## src/rtl/encoder_tachometer.sv

```systemverilog
// Quadrature encoder tachometer: A-rise period, direction, stall, position.
// Ports: sysclk, rst_n, enable, enc_a, enc_b -> period, period_valid, dir, stalled, position.
module encoder_tachometer #(
  parameter int CNT_W      = 24,
  parameter int POS_W      = 16,
  parameter int MIN_PERIOD = 120,
  parameter int TIMEOUT    = 12_000_000
) (
  input  logic             sysclk,
  input  logic             rst_n,
  input  logic             enable,
  input  logic             enc_a,
  input  logic             enc_b,
  output logic [CNT_W-1:0] period,
  output logic             period_valid,
  output logic             dir,
  output logic             stalled,
  output logic [POS_W-1:0] position
);

  localparam logic [CNT_W-1:0] MIN_C = CNT_W'(MIN_PERIOD);
  localparam logic [CNT_W-1:0] TO_C  = CNT_W'(TIMEOUT);
  localparam logic [CNT_W-1:0] ONE_C = CNT_W'(1);

  typedef enum logic {
    IDLE,
    MEASURE
  } state_t;

  state_t           state_q, state_d;
  logic [CNT_W-1:0] cnt_q, cnt_d;

  logic a_s1, a_s2, a_s3;
  logic b_s1, b_s2;
  logic a_rise;

  logic first;
  logic accept;
  logic stall;

  always_ff @(posedge sysclk or negedge rst_n) begin
    if (!rst_n) begin
      a_s1 <= 1'b0;
      a_s2 <= 1'b0;
      a_s3 <= 1'b0;
      b_s1 <= 1'b0;
      b_s2 <= 1'b0;
    end else begin
      a_s1 <= enc_a;
      a_s2 <= a_s1;
      a_s3 <= a_s2;
      b_s1 <= enc_b;
      b_s2 <= b_s1;
    end
  end

  assign a_rise = a_s2 & ~a_s3;

  // A rise on the timeout cycle is accepted because the
  // accept branch is tested before the timeout branch.
  always_comb begin
    state_d = state_q;
    cnt_d   = cnt_q;
    first   = 1'b0;
    accept  = 1'b0;
    stall   = 1'b0;
    unique case (state_q)
      IDLE: begin
        cnt_d = '0;
        if (enable && a_rise) begin
          first   = 1'b1;
          cnt_d   = ONE_C;
          state_d = MEASURE;
        end
      end
      MEASURE: begin
        if (!enable) begin
          cnt_d   = '0;
          state_d = IDLE;
        end else if (a_rise && cnt_q >= MIN_C) begin
          accept = 1'b1;
          cnt_d  = ONE_C;
        end else if (cnt_q == TO_C) begin
          stall   = 1'b1;
          cnt_d   = '0;
          state_d = IDLE;
        end else begin
          cnt_d = cnt_q + ONE_C;
        end
      end
      default: begin
        cnt_d   = '0;
        state_d = IDLE;
      end
    endcase
  end

  always_ff @(posedge sysclk or negedge rst_n) begin
    if (!rst_n) begin
      state_q <= IDLE;
      cnt_q   <= '0;
    end else begin
      state_q <= state_d;
      cnt_q   <= cnt_d;
    end
  end

  always_ff @(posedge sysclk or negedge rst_n) begin
    if (!rst_n) begin
      period       <= '0;
      period_valid <= 1'b0;
      dir          <= 1'b0;
      stalled      <= 1'b0;
      position     <= '0;
    end else begin
      period_valid <= accept | stall;
      if (accept) begin
        period  <= cnt_q;
        stalled <= 1'b0;
      end
      if (stall) begin
        period  <= '1;
        stalled <= 1'b1;
      end
      // B low at the A rise means forward.
      if (accept || first) begin
        dir      <= ~b_s2;
        position <= b_s2 ? position - POS_W'(1)
                         : position + POS_W'(1);
      end
    end
  end

endmodule
```

## config.mk

```make
export PLATFORM = sky130hd
export DESIGN_NAME = encoder_tachometer
export DESIGN_NICKNAME = d
export VERILOG_FILES = /design/src/rtl/encoder_tachometer.sv
export SDC_FILE = /design/constraint.sdc
export NUM_CORES = 1
export LEC_CHECK = 0
export ABC_CLOCK_PERIOD_IN_PS = 2600
export CAP_MARGIN = 20
export CORE_UTILIZATION = 50
export CTS_CLUSTER_SIZE = 28
export DETAILED_ROUTE_END_ITERATION = 16
export PLACE_DENSITY = 0.73
export SLEW_MARGIN = 5
export SYNTH_ARGS = -nofsm -noshare
export SYNTH_HDL_FRONTEND = slang
export SYNTH_SLANG_ARGS = --single-unit
```

## constraint.sdc

```tcl
create_clock -name sysclk -period 2.6 [get_ports sysclk]
set_input_delay 0.52 -clock sysclk [delete_from_list [all_inputs] [get_ports sysclk]]
set_output_delay 0.52 -clock sysclk [all_outputs]
set_load 0.005 [all_outputs]
```

==> summary.md, run 1 <==
| Metric | Value |
|---|---|
| Status | `completed` |
| Post-Syn Area | `3807 µm²` |
| Final net count | `483` |
| Worst path cell trace | `buf_4 > ha_1 > o211ai_1 > a21oi_1 > o211ai_1 > a211oi_1 > mux2i_1 > o311ai_0` |
| GRT overflow | `0` |
| Crit-path max cell delay | `0.45 ns` |
| Drt initial violations | `203` |
| Post-place setup slack | `0.2811 ns` |
| Crit path max-delay family | `compound AO/OA/AOI/OAI gates` |
| Starting Density | `52.21%` |
| Die height | `89.26 µm` |
| Reg2reg start | `b_s2` |
| Startpoint types | `flop` |
| Final routed DRC violation total | `0` |
| Worst-skew pair later-pin latency | `0.36 ns` |
| CTS tree | `done` |
| Placeable core area | `7292 µm²` |
| Crit path from | `b_s2` |
| Endpoint type of the worst setup path | `flop` |
| Worst EP required | `2.83 ns` |
| Worst-Margin Slew | `0.6936 ns` |
| Setup Buffers After CTS | `0` |
| Mapped Cells | `407` |
| Worst-path clk slew | `0.09 ns` |
| Fill cell count | `646` |
| Routed len/inst | `14.51 µm` |
| Via density | `5.465` |
| Leakage | `2.027 nW` |
| DRT Pass-1 Iters | `4` |
| HP Class | `input port to async pin` |
| Sequential area share after synthesis | `47.98%` |
| Max_cap viols | `0` |
| Final antenna-violating net count | `0` |
| Worst Path Class, Setup | `flop to flop` |
| Post-synth top flop | `dfrtp_1` |
| Buf+Inv Stages, Crit Path | `1` |
| Worst EP arrival | `2.55 ns` |
| Clock tree root buffer cell | `clkbuf_8` |
| TNS Setup | `0 ns` |
| Min Tclk post-route | `2.328 ns` |
| Global-route wire length before repair | `13.77 mm` |
| CTS max path bufs | `2` |
| I/O pins | `48` |
| CP max FO | `15` |
| Worst vdd ir | `629.6 µV` |
| Synthesized area per cell | `9.355 µm²` |
| Most common cell in the synthesized netlist | `nand2_1` |
| Rows | `31` |
| Synth top area cells | `dfrtp_1 48%, nand2_1 8.5%, ha_1 5.3%` |
| Total Routing Usage GR | `22.76%` |
| Setup violators final | `0` |
| Largest net degree at the start of global routing | `46` |
| Port Buffer Count | `47` |
| Die Wd | `89.26 µm` |
| Synth unique cells | `48` |
| Post-Route Skew | `0.01455 ns` |
| Crit path top cell by count | `o211ai_1` |
| Post-CTS Resized | `0` |
| Final Worst Setup Slack | `0.2725 ns` |
| Detailed placement HPWL | `5.792 mm` |
| Yosys top cell by area | `dfrtp_1` |
| Share of the synthesized area in the top cell type | `47.98%` |
| Initial antenna violation count | `0` |
| Yosys warns | `0` |
| Final hold violation count | `0` |
| CTS buffer count | `9` |
| Biggest registers after layout | `cnt_q: 24 flops, period: 24 flops, position: 16 flops` |
| Commonest cells post-synth | `86 x nand2_1, 73 x dfrtp_1, 42 x nor2_1` |
| Post-synth EDFFs | `0` |
| Post-synth ARST share | `100.0%` |
| RSZ-0062 raised after global routing | `false` |
| Fraction of layout cells with a size suffix above 1 | `8.798%` |
| Tcrit/Tclk final | `89.52%` |
| Max Freq | `429.6 MHz` |
| Gp weighted congestion | `0.8625` |
| Routed Wire Length | `8.197 mm` |
| Number of H-tree levels | `3` |
| Relative slew margins | `53.76%` |
| Vias | `3,088` |
| Pwr/cell area | `799.1 nW/µm²` |
| DIE AREA | `7967 µm²` |
| Max Slew Vio Count | `0` |
| Vias in the first global route | `3,003` |
| Slowest stage cell, crit path | `dfrtp_1` |
| CTS sink cnt | `73` |
| Antenna Cells | `0` |
| Post-Syn Nets | `429` |
| Hold buffer count at cts | `0` |
| Area grow syn2layout | `21.46%` |
| Flops & latches, synth | `73` |
## worst reg2reg max path: cells and delay by family (launching register included)
kind                       cells  cell delay, ns
AOI/OAI and AO/OA              5            0.93
adders and majority gates      1            0.39
buffers and inverters          1            0.23
DFF                            1            0.45
muxes                          1            0.21
## worst paths after layout
kind / endpoint / slack, ns / cells after the start
max: position[12] / 0.27 / 8
min: period[8] / 0.20 / 1
max reg2reg: position[12] / 0.27 / 8
min reg2reg: b_s2 / 0.36 / 0
max in group asynchronous: state_q / 1.72 / 2
min in group sysclk: b_s2 / 0.36 / 0
## stage by stage
step | power (W) | instances | utilization [%] | cell area [µm²] | hold WS (ns)
final | 0.003695 | 565 | 63.42 | 4624 | 0.2034
after global routing | 0.003943 | 565 | 63.42 | 4624 | 0.2492
after CTS | 0.003710 | 565 | 63.42 | 4624 | 0.2289
after detailed placement | 0.002603 | 549 | 60.09 | 4382 | 0.3458
after global placement | 0.002574 | 549 | 60.09 | 4382 | 0.3364
after floorplan | 0.002151 | 407 | - | 3807 | 0.2244
## routing by layer
layer | share of wire [%] | up-vias | GRT usage (%)
met4 | 1.8 | 0 | 9.668
met1 | 47 | 1498 | 31.58
li1 | - | 1505 | -
met2 | 47 | 71 | 36.02
met5 | 0 | - | 0
met3 | 4.1 | 14 | 3.139
## layout make-up
class | instances | area, µm² | area share (%)
clock inverters | 6 | 115.1 | 2.489
repair buffers | 57 | 553.0 | 11.96
well taps | 99 | 123.9 | 2.679
clock buffers | 10 | 127.6 | 2.760
inverters | 9 | 33.78 | 0.7305
multi-input cells | 311 | 1844 | 39.88
flip-flops and latches | 73 | 1827 | 39.50
## cell families (layout without fill, tap and decap cells)
logic type               Yosys count  after routing  share of synthesized area (%)
AO/OA/AOI/OAI                     61             61                          10.19
XOR/XNOR                          33             33                          7.591
adder cells (fa/ha/maj)           17             17                          5.784
buffers and inverters             23             82                          3.582
flip-flops                        73             73                          47.98
multiplexers                       2              2                         0.5586
AND/OR/NAND/NOR                  198            198                          24.32
## layout by cell type (no fill, tap or decap), types with 2 or more instances in the layout
cell type        instances
o211ai_1                 8
and3_1                   3
o21ai_0                 21
nand3_1                 36
nor2_1                  42
nand4_2                  2
clkdlybuf4s50_1         46
xor2_1                  18
nand2b_1                 3
dfrtp_1                 73
ha_1                    16
a21oi_1                 17
clkbuf_8                 9
nand4_1                  4
xnor2_1                 15
nand2_1                 86
buf_4                    9
a21o_1                   2
nor4_2                   4
nor3_1                   6
a211oi_1                 2
bufinv_16                3
nor4_1                   2
inv_1                    9
## power breakdown
part / internal [W] / leakage [nW] / switching, W / total [W]
clock network: 0.000643 / 0.117 / 0.000448 / 0.00109
registers: 0.00126 / 0.977 / 0.000122 / 0.00138
logic: 0.000603 / 0.933 / 0.000619 / 0.00122
total: 0.00251 / 2.03 / 0.00119 / 0.00370
Power figures use the tool's default switching activity.
==> run 2: changes to the inputs <==
Settings changed: CORE_UTILIZATION 50 to 27, PLACE_DENSITY 0.73 to not set.
==> run 2 against run 1 <==
  * Sequential power about the same
  * Register-to-register slack worse by 0.03 ns
  * Cell count rose by 14%
  * Sequential cell count is the same
  * Die area rose by 83%
  * Total power increased by 6.5%
  * Non-clock buffer count did not move
  * Fmax fell by 1.3%
  * Combinational power is essentially flat
  * Global-route usage down 10 points
  * Sequential share of layout area fell by 1.5 points
  * Design area up 3.9%
  * Critical path type unchanged
  * Critical endpoint unchanged
==> summary.md, run 2 (same netlist as run 1, synthesis figures left out) <==
| Metric | Value |
|---|---|
| Status | `completed` |
| Post-CTS Resized | `0` |
| Number of H-tree levels | `3` |
| Clock network power share | `34.1%` |
| Worst EP arrival | `2.56 ns` |
| Gp weighted congestion | `0.8478` |
| Max Slew Vio Count | `0` |
| Biggest registers after layout | `cnt_q: 24 flops, period: 24 flops, position: 16 flops` |
| Startpoint types | `flop` |
| Switch Pwr | `0.001228 W` |
| Max Freq | `424.3 MHz` |
| HP Class | `input port to async pin` |
| Setup violators final | `0` |
| Final net count | `483` |
| Final hold violation count | `0` |
| Rows | `43` |
| CTS sink cnt | `73` |
| Most frequent cells in the layout | `86 x nand2_1, 73 x dfrtp_1, 46 x clkdlybuf4s50_1, 42 x nor2_1, 36 x nand3_1` |
| Core Util, Final | `34.74%` |
| Placeable core area | `13,830 µm²` |
| Pwr/cell area | `819.6 nW/µm²` |
| DRT Pass-1 Iters | `4` |
| Vias | `2,983` |
| DIE AREA | `14,580 µm²` |
| R2R cell count | `9` |
| Post-Route Skew | `0.009886 ns` |
| Vias in the first global route | `2,922` |
| Fill cell count | `1,400` |
| Max_cap viols | `0` |
| Antenna Cells | `0` |
| Setup Buffers After CTS | `0` |
| Fraction of power consumed by sequential logic | `35.2%` |
| Drt initial violations | `137` |
| Total Routing Usage GR | `12.69%` |
| Global-route wire length before repair | `14.33 mm` |
| Clock tree root buffer cell | `clkbuf_16` |
| Post-Layout Cell Count | `646` |
| CTS tree | `done` |
| Final antenna-violating net count | `0` |
| CTS max path bufs | `2` |
| Routed len/inst | `12.88 µm` |
| Worst vdd ir | `494.8 µV` |
| Detailed placement HPWL | `5.879 mm` |
| Largest net degree at the start of global routing | `52` |
| Worst-Margin Slew | `0.5445 ns` |
| TNS Setup | `0 ns` |
| Die Wd | `120.8 µm` |
| GRT overflow | `0` |
| CP max FO | `16` |
| Hold buffer count at cts | `0` |
| RSZ-0062 raised after global routing | `false` |
| Sw Share | `31.20%` |
| Endpoint type of the worst setup path | `flop` |
| Min Tclk post-route | `2.357 ns` |
| Worst Path Class, Setup | `flop to flop` |
| Worst EP required | `2.80 ns` |
| Via density | `4.618` |
| CTS buffer count | `9` |
| Area grow syn2layout | `26.16%` |
| Tcrit/Tclk final | `90.66%` |
| Internal Power | `0.002708 W` |
| DP Cell Count | `630` |
| Initial antenna violation count | `0` |
| Worst-skew pair later-pin latency | `0.34 ns` |
| Die height | `120.8 µm` |
| Gate power share | `30.7%` |
| Commonest non-fill, non-tap cell in the layout | `nand2_1` |
| Routed Wire Length | `8.319 mm` |
| I/O pins | `48` |
| Min Hold Slack | `0.1556 ns` |
| Starting Density | `27.54%` |
| Fraction of layout cells with a size suffix above 1 | `8.798%` |
| Final routed DRC violation total | `0` |
| Worst-path clk slew | `0.06 ns` |
| Leakage | `2.054 nW` |
| Port Buffer Count | `47` |
| Relative slew margins | `63.70%` |
| Total power | `0.003937 W` |
==> run 2: layer usage <==
layer | vias to the layer above | wire, µm | GRT usage [%]
li1 | 1509 | - | -
met5 | - | 0 | 0
met4 | 0 | 106 | 3.935
met2 | 49 | 3775 | 19.36
met1 | 1416 | 4056 | 16.43
met3 | 9 | 380 | 5.000
==> run 2: critical path, cell delays in order (launching register included) <==
cell	delay, ns
dfrtp_1	0.34
buf_4	0.22
inv_1	0.08
fa_1	0.39
nand2b_1	0.18
a21oi_1	0.17
o211ai_1	0.17
a211oi_1	0.31
mux2i_1	0.22
o311ai_0	0.13
==> run 2: worst paths after layout <==
path	slack (ns)	to	start
hold reg to reg	0.35	a_s2	a_s1
setup / recovery	0.24	position[12]	b_s2
min in group sysclk	0.35	a_s2	a_s1
setup reg to reg	0.24	position[12]	b_s2
hold / removal	0.16	position[6]	rst_n
max in group asynchronous	1.78	period[14]	rst_n
==> run 2: power groups by stage <==
stage          sequential (W)  clock, W  combinational [W]
5_1_grt               0.00141   0.00142            0.00138
4_1_cts               0.00139   0.00137            0.00122
2_1_floorplan         0.00139         0           0.000757
3_5_place_dp          0.00141         0            0.00120
3_3_place_gp          0.00141         0            0.00118
6_report              0.00139   0.00134            0.00121
==> run 2: layout make-up <==
| class | instances | area (µm²) | area share, % |
|---|---|---|---|
| Multi-Input combinational cell | 311 | 1844 | 38.40 |
| Clock inverter | 6 | 91.34 | 1.902 |
| Clock buffer | 10 | 229.0 | 4.767 |
| Sequential cell | 73 | 1827 | 38.03 |
| Tap cell | 180 | 225.2 | 4.689 |
| Timing Repair Buffer | 57 | 553.0 | 11.51 |
| Inverter | 9 | 33.78 | 0.7033 |
==> run 2: through the flow <==
step | setup WS [ns] | area, µm²
after detailed placement | 0.2765 | 4483
after global placement | 0.3110 | 4483
final | 0.2430 | 4803
after global routing | 0.009613 | 4803
after floorplan | 0.3108 | 3807
after CTS | 0.2388 | 4803
